File: config.mk
export PLATFORM = sky130hd
export DESIGN_NAME = cache_fill_ctrl
export DESIGN_NICKNAME = d
export VERILOG_FILES = /design/src/rtl/cache_pkg.sv /design/src/rtl/fill_arbiter.sv /design/src/rtl/cache_fill_ctrl.sv
export SDC_FILE = /design/constraint.sdc
export NUM_CORES = 1
export LEC_CHECK = 0
export BUFFER_PORTS_ARGS = -buffer_cell sky130_fd_sc_hd__buf_2
export CAP_MARGIN = 20
export CORE_UTILIZATION = 44
export CTS_CLUSTER_SIZE = 25
export DETAILED_ROUTE_END_ITERATION = 16
export PLACE_DENSITY = 0.85
export SLEW_MARGIN = 20
export SYNTH_ARGS = -nofsm -noshare
export SYNTH_HDL_FRONTEND = slang
export SYNTH_SLANG_ARGS = --single-unit
File: constraint.sdc
create_clock -name clk -period 4.4 [get_ports clk]
set_clock_uncertainty 0.15 [all_clocks]
set_input_delay 0.88 -clock clk [delete_from_list [all_inputs] [get_ports clk]]
set_output_delay 0.88 -clock clk [all_outputs]
set_load 0.01 [all_outputs]
File: src/rtl/cache_pkg.sv
// rtl/cache_pkg.sv - shared types and constants for the cache line-fill controller
package cache_pkg;

    localparam int              WORDS_PER_BLOCK  = 8;
    localparam int              WORD_IDX_W       = 3;
    localparam int              ADDR_W           = 16;
    localparam logic [ADDR_W-1:0] LINE_OFFSET_MASK = 16'hFFF0;

    typedef enum logic [1:0] {
        IDLE = 2'd0,
        FILL = 2'd1,
        TAG  = 2'd2
    } fill_state_e;

    typedef enum logic {
        GNT_I = 1'b0,
        GNT_D = 1'b1
    } grant_e;

endpackage

File: src/rtl/fill_arbiter.sv
// rtl/fill_arbiter.sv - I/D miss grant decision; FILL_RR_ARB_EN selects round-robin on ties
module fill_arbiter
    import cache_pkg::*;
(
`ifdef FILL_RR_ARB_EN
    input  logic clk,
    input  logic rst,
    input  logic accept_i,
`endif
    input  logic i_miss_i,
    input  logic d_miss_i,
    output logic grant_o
);

`ifdef FILL_RR_ARB_EN
    grant_e last_q, last_d;

    always_comb begin
        grant_o = d_miss_i ? GNT_D : GNT_I;
        // On a tie the port that was not served last wins; last starts at I so D takes the first tie.
        if (i_miss_i && d_miss_i) begin
            grant_o = (last_q == GNT_I) ? GNT_D : GNT_I;
        end
        last_d = accept_i ? grant_e'(grant_o) : last_q;
    end

    always_ff @(posedge clk or negedge rst) begin
        if (!rst) begin
            last_q <= GNT_I;
        end else begin
            last_q <= last_d;
        end
    end
`else
    always_comb begin
        grant_o = d_miss_i ? GNT_D : GNT_I;
    end
`endif

endmodule

File: src/rtl/cache_fill_ctrl.sv
// rtl/cache_fill_ctrl.sv - shared I/D cache line-fill sequencer with pipeline stalls
// Optional build macro: FILL_RR_ARB_EN (round-robin arbitration between I and D misses)
module cache_fill_ctrl
    import cache_pkg::*;
(
    input  logic                  clk,
    input  logic                  rst,
    input  logic                  i_miss,
    input  logic [ADDR_W-1:0]     i_addr,
    input  logic                  d_miss,
    input  logic [ADDR_W-1:0]     d_addr,
    input  logic [ADDR_W-1:0]     mem_data_in,
    input  logic                  mem_valid,
    output logic                  mem_en,
    output logic [ADDR_W-1:0]     mem_addr,
    output logic [ADDR_W-1:0]     fill_addr,
    output logic [ADDR_W-1:0]     fill_data,
    output logic [WORD_IDX_W-1:0] word_num,
    output logic                  i_write_data,
    output logic                  i_write_tag,
    output logic                  d_write_data,
    output logic                  d_write_tag,
    output logic                  i_stall,
    output logic                  d_stall,
    output logic                  busy
);

    fill_state_e           state_q, state_d;
    grant_e                grant_q, grant_d;
    logic [WORD_IDX_W:0]   issue_cnt_q, issue_cnt_d;
    logic [WORD_IDX_W-1:0] recv_cnt_q, recv_cnt_d;
    logic [ADDR_W-1:0]     base_q, base_d;
    logic                  arb_grant;
    logic                  accept;
    logic                  write_data;
    logic                  write_tag;

    assign accept = (state_q == IDLE) && (i_miss || d_miss);

    fill_arbiter u_arb (
`ifdef FILL_RR_ARB_EN
        .clk      (clk),
        .rst      (rst),
        .accept_i (accept),
`endif
        .i_miss_i (i_miss),
        .d_miss_i (d_miss),
        .grant_o  (arb_grant)
    );

    always_comb begin
        state_d     = state_q;
        grant_d     = grant_q;
        issue_cnt_d = issue_cnt_q;
        recv_cnt_d  = recv_cnt_q;
        base_d      = base_q;
        mem_en      = 1'b0;
        mem_addr    = '0;
        fill_addr   = '0;
        word_num    = '0;
        write_data  = 1'b0;
        write_tag   = 1'b0;

        case (state_q)
            IDLE: begin
                if (accept) begin
                    grant_d     = grant_e'(arb_grant);
                    base_d      = ((arb_grant == GNT_D) ? d_addr : i_addr) & LINE_OFFSET_MASK;
                    issue_cnt_d = '0;
                    recv_cnt_d  = '0;
                    state_d     = FILL;
                end
            end
            FILL: begin
                // Requests and returns run independently: memory is pipelined and returns in order.
                if (issue_cnt_q < (WORD_IDX_W+1)'(WORDS_PER_BLOCK)) begin
                    mem_en      = 1'b1;
                    mem_addr    = base_q + {12'b0, issue_cnt_q[WORD_IDX_W-1:0], 1'b0};
                    issue_cnt_d = issue_cnt_q + 1'b1;
                end
                if (mem_valid) begin
                    write_data = 1'b1;
                    word_num   = recv_cnt_q;
                    fill_addr  = base_q | {12'b0, recv_cnt_q, 1'b0};
                    recv_cnt_d = recv_cnt_q + 1'b1;
                    if (recv_cnt_q == WORD_IDX_W'(WORDS_PER_BLOCK - 1)) begin
                        state_d = TAG;
                    end
                end
            end
            TAG: begin
                write_tag   = 1'b1;
                fill_addr   = base_q;
                issue_cnt_d = '0;
                recv_cnt_d  = '0;
                state_d     = IDLE;
            end
            default: begin
                state_d = IDLE;
            end
        endcase
    end

    always_ff @(posedge clk or negedge rst) begin
        if (!rst) begin
            state_q     <= IDLE;
            grant_q     <= GNT_D;
            issue_cnt_q <= '0;
            recv_cnt_q  <= '0;
            base_q      <= '0;
        end else begin
            state_q     <= state_d;
            grant_q     <= grant_d;
            issue_cnt_q <= issue_cnt_d;
            recv_cnt_q  <= recv_cnt_d;
            base_q      <= base_d;
        end
    end

    assign i_write_data = write_data && (grant_q == GNT_I);
    assign i_write_tag  = write_tag  && (grant_q == GNT_I);
    assign d_write_data = write_data && (grant_q == GNT_D);
    assign d_write_tag  = write_tag  && (grant_q == GNT_D);
    // Stalls mirror the miss lines so a waiting requester stays frozen through the other port's fill.
    assign i_stall      = i_miss && rst;
    assign d_stall      = d_miss && rst;
    assign fill_data    = mem_data_in;
    assign busy         = (state_q != IDLE);

endmodule
# Word level (Yosys, flattened, before mapping)
# Cells that the tools add are included.
# totals
ff_bits	22
latch_bits	0
mem_bits_rw	0
mem_bits_ro	0
n_memories	0
# classes
addsub	3
multipliers	0
div	0
order_cmp	1
eq_ne	7
n_shift	0
n_mux	23
bitwise_logic	2
n_reduce_logical	15
# op_table
operator	n
$mux 16	4
$pmux 16 s2	1
$add 16x4->16	1
$or 16x4->16	1
$mux 3	4
$pmux 4 s3	1
$pmux 3 s3	1
$reduce_and 3->1	3
$mux 4	2
$ne 2x2->1 const B	4
$logic_and 1x1->1	7
$mux 1	6
$mux 2	3
$add 4x1->4 const B	1
$lt 4x4->1 const B	1
$pmux 2 s2	1
$add 3x1->3 const B	1
$eq 3x3->1 const B	1
$reduce_bool 3->1	1
$eq 2x1->1 const B	1
$eq 2x2->1 const B	1
$logic_not 2->1	1
$reduce_and 2->1	1
$reduce_bool 2->1	1
other kinds (2)	2

# Depth between registers and ports, before layout
# depth
ltp_word	4
depth_mapped	6
mapped_depth_nobuf	5

# Cells and area by module
# From an unflattened synthesis, not the netlist that was laid out.
# unflattened
cells_unflattened	175
area_unflattened_um2	1591.5
# modules_own_cells
module	instances	cells_each	area_each_um2	seq_area_each_um2
cache_fill_ctrl	1	174	1584.0	551.8
fill_arbiter	1	1	7.5	0.0

# Worst setup path after synthesis
# OpenSTA, ideal clock, no wires.
# synth_timing
kind	input port to output port
from	input port mem_valid
to	output port fill_addr[10]
arrival_time_ns	1.529
setup_slack_ns	1.841
cell_stages	4
path_buffers	1
cell_sequence	and2_1 o21a_1 clkbuf_1 and2_1
# synth_between
elab_chain_len	2
# synth_lines
element	line	source
start: declaration	cache_fill_ctrl.sv:13	input logic mem_valid,
$mux 16	cache_fill_ctrl.sv:81	if (mem_valid) begin
$pmux 16 s2	cache_fill_ctrl.sv:64	case (state_q)
end: declaration	cache_fill_ctrl.sv:16	output logic [ADDR_W-1:0] fill_addr,
# Every way passes these cells.

# Worst setup path in the final report
# layout_timing
from	register state_q[1]
to	output port mem_addr[15]
# layout_between
elab_chain_len	2
# layout_lines
element	line	source
start: declaration	cache_fill_ctrl.sv:28	fill_state_e state_q, state_d;
start signal: assignment	cache_fill_ctrl.sv:112	state_q <= state_d;
$eq 2x1->1	cache_fill_ctrl.sv:64	
$mux 16	cache_fill_ctrl.sv:64	
end: declaration	cache_fill_ctrl.sv:15	output logic [ADDR_W-1:0] mem_addr,
# Every way passes these cells.

==> impl_metrics.yaml <==
outcome:
  status: "finished, final reports clean"
critical_path:
  arrival_ns: 2.45
  r2r_cells: 5
  cp.required_ns: 3.37
  reg2reg_slack_ns: 2.00
  r2r-end: "issue_cnt_q[3]$_DFFE_PN0P_"
  crit_path_start_kind: "register"
  reg2reg_from: "state_q[1]$_DFFE_PN0P_"
  criticalPathCategory: "register to output port"
  crit_path_end_kind: "output port"
  crit_fanout: 16
floorplan:
  die_area_mm2: 0.00383
  io_pins: 112
  start_util_pct: 46.6
  rows: 21
  core-area_mm2: 0.00339
  die_w_um: 61.9
  fp.dieH_um: 61.9
timing:
  fin_crit_ns: 3.48
  slew_headroom_pct: 40.3
  finalMaxSlewViolations: 0
  setup_tns_ns: 0
  layout_setup_ws_ns: 0.921
  rsz0062_at_grt: "false"
  post-route-period-util_pct: 79.1
  tightest_slew_ns: 0.893
  setup_viol: 0
  final-hold-violation-count: 0
  max_clock_freq_mhz: 287
route:
  detail-route-antenna-nets: 0
  drtIter0Drc: 40
  vias_per_cell: 4.84
  post_drt_wl_per_cell_um: 11.8
  vias: 1308
  drc_errors: 0
  totalWireLength_mm: 3.19
  drt_pass1_iterations: 4
yosys:
  yosys.cell_types.count: 34
  synth_edf_count: 0
  syn_area_mm2: 0.00158
  ys_seq_elements: 22
  synth_warnings: 0
  ys_seq_area_share_pct: 34.9
  async_reset_ff_share_pct: 100
  syn_area_per_cell_um2: 9.07
  synth-main-ff-cell: "dfrtp_1"
  syn_inst: 174
cts:
  clkLatencyLatePin_ns: 0.30
  post_cts_buffers: 0
  clock-sinks: 22
  cts_tree: "yes"
  cts_resized: 0
  cts_max_path_buffers: 2
  htreeDepth: 1
  cts_made_buffers: 3
  cts-root-buf: "clkbuf_4"
  cts_hold_buf: 0
  clkTransAtPathRegs_ns: 0.13
power:
  p_leak_nw: 1.08
  p_sw_mw: 0.402
  share_comb_of_total_power_pct: 52.4
  pwr-share-clk_pct: 11.5
  power.internal_mw: 0.563
  swShare_pct: 41.7
  power_density_mw_per_mm2: 520
  seqPwrFrac_pct: 36.2
  ir_drop_mv: 0.183
finish:
  final_util_pct: 54.8
  diodes: 0
  final_layout_size_suffix_gt1_share_pct: 34.8
  nets: 286
  synthToLayoutAreaGrowth_pct: 17.6
run:
  maxCapViolCount: 0
grt:
  grt_use_total_pct: 17.4
  grt_max_degree: 25
  first_global_vias: 1097
  grt_antenna_before_repair: 0
  grt-ovfl-total: 0
  grt_pass1_wl_mm: 4.86
hold_path:
  hp-class: "register to register"
  holdPathStages: 2
  hold_end: "base_q[4]$_DFFE_PN0P_"
  min_from: "base_q[4]$_DFFE_PN0P_"
placed_design:
  post-place-ws_ns: 1.23
  hpwlAfterDp_mm: 2.43
  portBuffers: 69
  gp_congestion: 0.743
==> registers in the layout (all words and copies together), names as in the netlist <==
signal and flops:
recv_cnt_q 3, state_q 2, base_q 12, grant_q 1
issue_cnt_q 4
==> worst max path at each step <==
stage,start,endpoint,slack [ns],cells after the start
after floorplan,mem_valid,fill_addr[10],1.84,4
after global placement,state_q[1]$_DFFE_PN0P_,mem_addr[4],1.24,5
after detailed placement,state_q[1]$_DFFE_PN0P_,mem_addr[15],1.23,5
after CTS,state_q[1]$_DFFE_PN0P_,mem_addr[15],0.87,5
after global routing,state_q[1]$_DFFE_PN0P_,mem_addr[12],0.68,5
final,state_q[1]$_DFFE_PN0P_,mem_addr[15],0.92,5
==> stage by stage <==
step / instance area (µm²) / hold WS (ns) / power [mW] / cells
finish: 1860 / 0.347 / 0.965 / 270
global route: 1860 / 0.395 / 1.06 / 270
CTS: 1860 / 0.355 / 0.979 / 270
detailed placement: 1820 / 0.326 / 0.867 / 266
global placement: 1820 / 0.318 / 0.847 / 266
floorplan: 1580 / 0.305 / 0.709 / 175
==> placed cells by master (no fill, tap or decap), types with 3 or more instances in the layout <==
cell type and instances:
mux2i_1 14, clkbuf_4 3, nor2b_1 6, inv_1 5, ha_1 8, and2_1 30, buf_2 69, dfrtp_1 21
and3_1 8, nand2_1 17, o21ai_0 17
==> worst max-delay path, stage by stage, from the launching register on <==
cell and delay [ns]:
dfrtp_1 0.43, inv_1 0.12, ha_1 0.44, nor2b_1 0.78
and2_1 0.24, buf_2 0.13
==> power by group through the flow <==
| stage | combinational (mW) | clock [mW] | sequential (mW) |
|---|---|---|---|
| 6_report | 0.505 | 0.111 | 0.349 |
| 5_1_grt | 0.577 | 0.125 | 0.363 |
| 4_1_cts | 0.513 | 0.117 | 0.349 |
| 3_5_place_dp | 0.512 | 0 | 0.354 |
| 3_3_place_gp | 0.499 | 0 | 0.348 |
| 2_1_floorplan | 0.373 | 0 | 0.336 |
==> cells in the mapped netlist, drive strengths merged (2+ instances only) <==
cell / n / share of area (%)
mux2: 2 / 1.7
inv: 5 / 1.2
and3: 8 / 3.2
nand2: 17 / 4.0
nor2: 2 / 0.48
dfrtp: 21 / 33
nor2b: 6 / 2.4
ha: 8 / 6.3
buf: 22 / 10
o21ai: 18 / 5.7
nand3b: 2 / 0.95
mux2i: 14 / 8.9
clkbuf: 3 / 0.71
and2: 30 / 12
==> per-layer routing <==
metal,global-route usage (%),up-vias,wire (µm)
li1,-,664,-
met1,20.7,591,1370
met2,31.8,47,1630
met3,2.90,6,165
met4,5.40,0,27
met5,0,-,0
==> layout make-up <==
class                           count  area, µm²
Fill cell                         324       1530
Timing Repair Buffer               70        353
Tap cell                           46       57.6
Inverter                            5       18.8
Multi-Input combinational cell    123        840
Clock buffer                        4       36.3
Sequential cell                    22        552
==> kinds of logic (layout without fill, tap and decap cells) <==
logic type | count (synthesis) | count (layout) | synth area share [%]
flops | 22 | 22 | 34.9
fa+ha+maj | 8 | 8 | 6.34
other cells | 1 | 2 | 0.237
mux | 16 | 16 | 10.5
compound gates | 26 | 26 | 9.43
simple gates | 71 | 71 | 26.4
buf+inv | 30 | 79 | 12.1
Note: power is estimated with default switching activity, not from simulation.
